--- src/rtl/seq_detect_prg.sv ---
// seq_detect_prg -- programmable serial sequence detector.
//
// Watches a serial bit stream (ds, qualified by en) for the pattern held in
// the low len bits of setd, most significant of those bits received first.
// A match gives a one-cycle registered pulse on dc. It also advances a
// saturating match counter with a sticky overflow flag.
//
// Ports:
//   clk      in   rising-edge clock
//   clrn     in   asynchronous active-low reset
//   en       in   sample enable; ds is consumed only when en=1
//   ds       in   serial data
//   setd     in   [W-1:0]  pattern, active part setd[len-1:0]
//   len      in   [LW-1:0] active pattern length, legal 1..W
//   mode     in   0 = overlapping, 1 = non-overlapping detection
//   clr_cnt  in   synchronous clear of cnt and ovf (wins over a match)
//   dc       out  registered one-cycle match pulse
//   cnt      out  [CW-1:0] saturating match count
//   ovf      out  sticky: match seen while cnt was all-ones
//   cfg_err  out  combinational, len==0 or len>W
module seq_detect_prg #(
  parameter int W  = 8,
  parameter int LW = 4,
  parameter int CW = 4
) (
  input  logic          clk,
  input  logic          clrn,
  input  logic          en,
  input  logic          ds,
  input  logic [W-1:0]  setd,
  input  logic [LW-1:0] len,
  input  logic          mode,
  input  logic          clr_cnt,
  output logic          dc,
  output logic [CW-1:0] cnt,
  output logic          ovf,
  output logic          cfg_err
);

  logic [W-1:0]  hist_r;
  logic [LW-1:0] fill_r;
  logic          dc_r;
  logic [CW-1:0] cnt_r;
  logic          ovf_r;

  logic [W-1:0]  hist_nxt_s;
  logic [LW-1:0] fill_inc_s;
  logic [W-1:0]  mask_s;
  logic          cfg_err_s;
  logic          match_s;

  // Builds a mask with the low l bits set. Mask bits at or above W are never
  // needed, because an out-of-range l is blocked through cfg_err.
  function automatic logic [W-1:0] len_mask(input logic [LW-1:0] l);
    logic [W-1:0] m;
    m = '0;
    for (int i = 0; i < W; i++) begin
      m[i] = (LW'(i) < l);
    end
    return m;
  endfunction

  // Computes the next history and fill values and the match decision for the current edge.
  always_comb begin
    hist_nxt_s = {hist_r[W-2:0], ds};
    mask_s     = len_mask(len);
    cfg_err_s  = (len == {LW{1'b0}}) || (len > LW'(W));
    if (fill_r == LW'(W)) begin
      fill_inc_s = fill_r;
    end else begin
      fill_inc_s = fill_r + {{(LW-1){1'b0}}, 1'b1};
    end
    // The fill test uses the incremented count, so the bit being sampled now counts.
    match_s = en && !cfg_err_s && (fill_inc_s >= len) &&
              ((hist_nxt_s & mask_s) == (setd & mask_s));
  end

  // Updates the history, fill, pulse and counter registers.
  always_ff @(posedge clk or negedge clrn) begin
    if (!clrn) begin
      hist_r <= '0;
      fill_r <= '0;
      dc_r   <= 1'b0;
      cnt_r  <= '0;
      ovf_r  <= 1'b0;
    end else begin
      dc_r <= match_s;
      if (en) begin
        hist_r <= hist_nxt_s;
        // In non-overlapping mode, emptying fill stops a bit from serving two matches.
        if (match_s && mode) begin
          fill_r <= '0;
        end else begin
          fill_r <= fill_inc_s;
        end
      end else begin
        hist_r <= hist_r;
        fill_r <= fill_r;
      end
      if (clr_cnt) begin
        cnt_r <= '0;
        ovf_r <= 1'b0;
      end else if (match_s) begin
        if (&cnt_r) begin
          ovf_r <= 1'b1;
        end else begin
          cnt_r <= cnt_r + {{(CW-1){1'b0}}, 1'b1};
        end
      end else begin
        cnt_r <= cnt_r;
        ovf_r <= ovf_r;
      end
    end
  end

  assign dc      = dc_r;
  assign cnt     = cnt_r;
  assign ovf     = ovf_r;
  assign cfg_err = cfg_err_s;

endmodule

--- config.mk ---
export PLATFORM = sky130hd
export DESIGN_NAME = seq_detect_prg
export DESIGN_NICKNAME = d
export VERILOG_FILES = /design/src/rtl/seq_detect_prg.sv
export SDC_FILE = /design/constraint.sdc
export NUM_CORES = 1
export LEC_CHECK = 0
export BUFFER_PORTS_ARGS = -buffer_cell sky130_fd_sc_hd__buf_4
export CAP_MARGIN = 20
export CORE_AREA = 2 2 48 50
export DETAILED_ROUTE_END_ITERATION = 16
export DIE_AREA = 0 0 50 52
export HOLD_SLACK_MARGIN = 0.1
export PLACE_DENSITY = 0.88
export REMOVE_ABC_BUFFERS = 1
export SYNTH_ARGS = -nofsm -noshare
export SYNTH_HDL_FRONTEND = slang
export SYNTH_SLANG_ARGS = --single-unit
--- constraint.sdc ---
create_clock -name clk -period 6.1 [get_ports clk]
set_input_delay 1.22 -clock clk [delete_from_list [all_inputs] [get_ports clk]]
set_output_delay 1.22 -clock clk [all_outputs]
set_load 0.05 [all_outputs]
**After elaboration in Yosys (flattened, before gate mapping)**

Cells that the tools add are included.

- Bits in latches: 0
- Flip-flop bits (word level): 17
- RAM bits: 0
- Memories: 0
- ROM bits: 0
- Word-level logic and storage cells: 42
- Output and inout port bits: 7
- Input port bits: 18

- Shift-type cells: 0
- Eq/ne operators: 3
- Multiply operators: 0
- Divide/modulo/power cells: 0
- Bitwise logic cells: 2
- Multiplexer cells: 8
- Reduce and logical (&&, ||, !) cells: 12
- Magnitude comparators: 10
- Add/subtract/negate cells: 2

Operators by type and width:

| cell | number |
|---|---|
| $mux 4 | 5 |
| $and 8x8->8 | 2 |
| $lt 3x4->1 const A | 4 |
| $add 4x1->4 const B | 2 |
| $eq 8x8->1 | 1 |
| $lt 1x4->1 const A | 2 |
| $lt 2x4->1 const A | 2 |
| $eq 4x4->1 const B | 1 |
| $ge 4x4->1 | 1 |
| $gt 4x4->1 const B | 1 |
| $logic_and 1x1->1 | 4 |
| $logic_not 4->1 | 1 |
| $reduce_and 2->1 | 2 |
| $reduce_and 4->1 | 1 |
| $reduce_bool 2->1 | 2 |
| $mux 1 | 3 |
| $ne 2x2->1 const B | 1 |
| $logic_not 1->1 | 1 |
| $logic_or 1x1->1 | 1 |

**Longest topological paths before layout**

- Depth in word-level cells: 8
- Mapped depth: 12
- Mapped depth without buffers: 11

**Least setup slack after synthesis**

Ideal clock, no wire load.

- Path kind: input port to output port
- Start point: input len[1]
- End point: output cfg_err
- Data arrival time: 2.192 ns
- Stages: 3
- Setup slack: 2.688 ns
- Cells stage by stage: buf_6 > nor3_1 > xnor2_1

- Cells in the longest elaborated chain, start to end: 2
- Elaborated cells between the ends (all ways): 3
- Classes of those cells: 1 x order compare; 2 x reduce/logical

Ends and longest elaborated chain:

| item | line | text |
|---|---|---|
| from (decl) | 31 | `input logic [LW-1:0] len,` |
| $gt 4x4->1 or $logic_not 4->1 (tied branches) | 67 | `cfg_err_s = (len == {LW{1'b0}}) \|\| (len > LW'(W));` |
| $logic_or 1x1->1 * | 67 |  |
| to (decl) | 37 | `output logic cfg_err` |

Every way passes the cells marked *; elsewhere a longest branch is shown, timed or not.

**Worst setup path after layout**

- Start point: input len[2]
- End point: output cfg_err

Same word-level chain as after synthesis.

==> results.md <==
* Outcome: completed
* RSZ-0062 raised after global routing: false
* Worst setup EP type: primary output
* Clock share of power at 14.5%
* Post-Synth Simple-Gate Area at a little over an eighth
* Number of synthesized flops with an enable pin at 0
* Vias in the first global route at 906
* Critical path fanouts, max at 8
* Largest net degree at the start of global routing at 18
* Area growth syn-to-layout at 18.70%
* Core area at 2106 um2
* CTS tree: yes
* Multi-input gate area at about 660 um2
* Post-layout min period at 3.199 ns
* Vias per inst at 5.432
* Skew final at 0.001094 ns
* Post-DP HPWL at around 1.8 mm
* DR vias at around 900
* HP Class: register to register
* Combinational share of power at between 40 and 50%
* Clock Latency Late Sink at between 0.2 and 0.3 ns
* Die X at 50 um
* H-tree depth at 1
* Worst-margin pin slew at 0.3281 ns
* Most area-hungry cell type in the Yosys netlist: dfrtp_1
* Final wirelength at 2.213 mm
* Starting DRT DRC Count at 14
* Max-Slew Margin vs Limit at 77.90%
* CP Launch Type: primary input
* CTS clk-pin slew, worst paths at 0.09 ns
* Worst Path Buf+Inv at 2
* Crit Path Class: primary input to primary output
* Post-CTS Resized at 0
* Ys flop type: dfrtp_1
* Post-synthesis async set-or-reset flop share at 100.0%
* Max Freq at 312.6 MHz
* Most used cell, CP: buf_4
* Synth top area share at 36.96%
* XOR/XNOR Fraction of Synth Area at 9.022%
* Pre-CTS WS at 2.902 ns
* Mapped Cells at 109
* Worst path cell trace: buf_4 > nor3_1 > xnor2_1 > buf_4
* TNS Setup at 0 ns
* Yosys reg bits at 17
* FP Rows at 17
* Max Cap Viol at 0
* Total CTS buffers at 3
* Sequential area share after synthesis at a little under two fifths
* Area contributors post-synth: dfrtp_1, ha_1, xnor2_1, mux2_2, inv_1
* First-pass GRT wire length at roughly 3.9 mm
* Worst Path Required at 4.88 ns
* Clock Path Buffers at 2
* Mapped Area at 1151 um2
* Placer Congestion at 0.7277
* Root Driver: clkbuf_4
* Top Family by Delay on Critical Path: buffers and inverters
* Max incr delay on CP at 0.25 ns
* LEAKAGE at 0.6430 nW
* Initial antenna violation count at 0
* Hold buffers post-CTS at 0
* Most frequent cells in the layout: buf_4, dfrtp_1, inv_1, xnor2_1, nor2_1
* Int Power at 0.0002485 W
* I/O pins at 25
* Distinct cells, synth at 36
* Synth warn at 0
* Post-CTS setup buffer count at 0
* P_sw at 0.0001502 W
* Post-route clock period utilization at 52.44%
* Switching share of total power at around 38%
* DRT Pass-1 Iters at 5
* Grt total ovfl at 0
* WL/cell at 13.66 um
* CTS sink cnt at 17
* Final Hold Viols at 0
* All-Layer GR Usage at a little under a fifth
* Ant diodes at 0
* Share of cells above drive strength 1 at 32.84%
* Multiplexer share of the synthesized area at 10.76%
* Commonest non-fill, non-tap cell in the layout: buf_4
* Die H at 52 um
* Worst vdd ir at 0.1651 mV
* Syn_area_per_cell at 10.56 um2
* Net count, final at 160
* I/O Buffers at 24
* Pwr/cell area at a little under 300 nW/um2
* Fill count at 166
* Combinational family with the most area after synthesis: compound AO/OA/AOI/OAI gates
* Worst EP arrival at 1.98 ns
* # DRC at 0
* Synth Area in Adders at between 7 and 8%
* Post-synthesis compound-gate area fraction at 16.41%
* Setup ws final at 2.901 ns
* Routed Antenna Nets at 0
* Final setup fails at 0
* Storage cell area at around 430 um2
* Flop pwr share at slightly above 40%
* Die outline area at 2600 um2
* Slew Viols, Final at 0
* Initial Utilization at 54.66%
* Slowest CP cell: nor3_1
==> worst register-to-register path: cells and delay by family (launching register included) <==
kind	cells	cell delay, ns
AOI/OAI and AO/OA	3	0.70
xor gates and xnor gates	1	0.24
adders and majority gates	2	0.48
buffers and inverters	1	0.08
DFF	1	0.41
and+or+nand+nor	4	0.54
==> metrics by stage <==
step	hold WS [ns]	cells	util, %	total power (W)	instance area [um2]
3_3_place_gp	0.5093	158	63.64	0.0003326	1340
4_1_cts	0.5334	162	64.88	0.0004019	1366
3_5_place_dp	0.5100	158	63.64	0.0003444	1340
5_1_grt	0.5457	162	64.88	0.0004333	1366
6_report	0.5239	162	64.88	0.0003987	1366
2_1_floorplan	0.5023	106	-	0.0002943	1125
==> cells by family (layout without fill, tap and decap cells) <==
kind of cell,Yosys count,in the layout
xor+xnor,11,11
flops,17,17
fa+ha+maj,7,7
compound gates,23,23
mux,11,11
buf+inv,13,38
simple gates,27,27
==> cell usage after synthesis (all sizes together) (4+ instances only) <==
master,count
a211oi,4
a21oi,4
o21ai,4
mux2,8
ha,7
dfrtp,17
o211ai,4
nor2,8
nand2,4
inv,10
xnor2,11
==> cell type report <==
class / instances / area share, %
clock buffer: 4 / 1.923
inverter: 10 / 2.747
multi-input combinational: 79 / 48.44
sequential: 17 / 31.14
tap: 28 / 2.564
timing repair buffer: 24 / 13.19
==> power groups by stage <==
stage | Sequential [W] | Clock (W) | Combinational (W)
after floorplan | 0.000158 | 0 | 0.000136
after global placement | 0.000161 | 0 | 0.000172
after detailed placement | 0.000164 | 0 | 0.000181
after CTS | 0.000161 | 0.0000586 | 0.000182
after global routing | 0.000165 | 0.0000645 | 0.000204
final | 0.000161 | 0.0000578 | 0.000179
==> routing by layer <==
layer	part of all wire, %	global-route usage, %	vias to the layer above
li1	-	-	442
met1	45	24.86	422
met2	53	35.31	14
met3	2.0	0.8621	2
met4	0.36	4.167	0
met5	0	0	-
==> state kept, by name, indices dropped and copies added (netlist names) <==
signal	flops
cnt	4
dc	1
hist_r	7
ovf	1
fill_r	4
==> final timing paths <==
| check | end | depth (start not counted) | slack (ns) | startpoint |
|---|---|---|---|---|
| max | cfg_err | 4 | 2.90 | len[2] |
| min | ovf | 1 | 0.52 | ovf |
| max reg2reg | fill_r[2] | 11 | 3.57 | fill_r[0] |
| min reg2reg | ovf | 1 | 0.52 | ovf |
| max in group asynchronous | ovf | 1 | 5.13 | clrn |
| min in group asynchronous | hist_r[1] | 1 | 0.78 | clrn |
No activity file was read; power rests on OpenSTA's default activity.
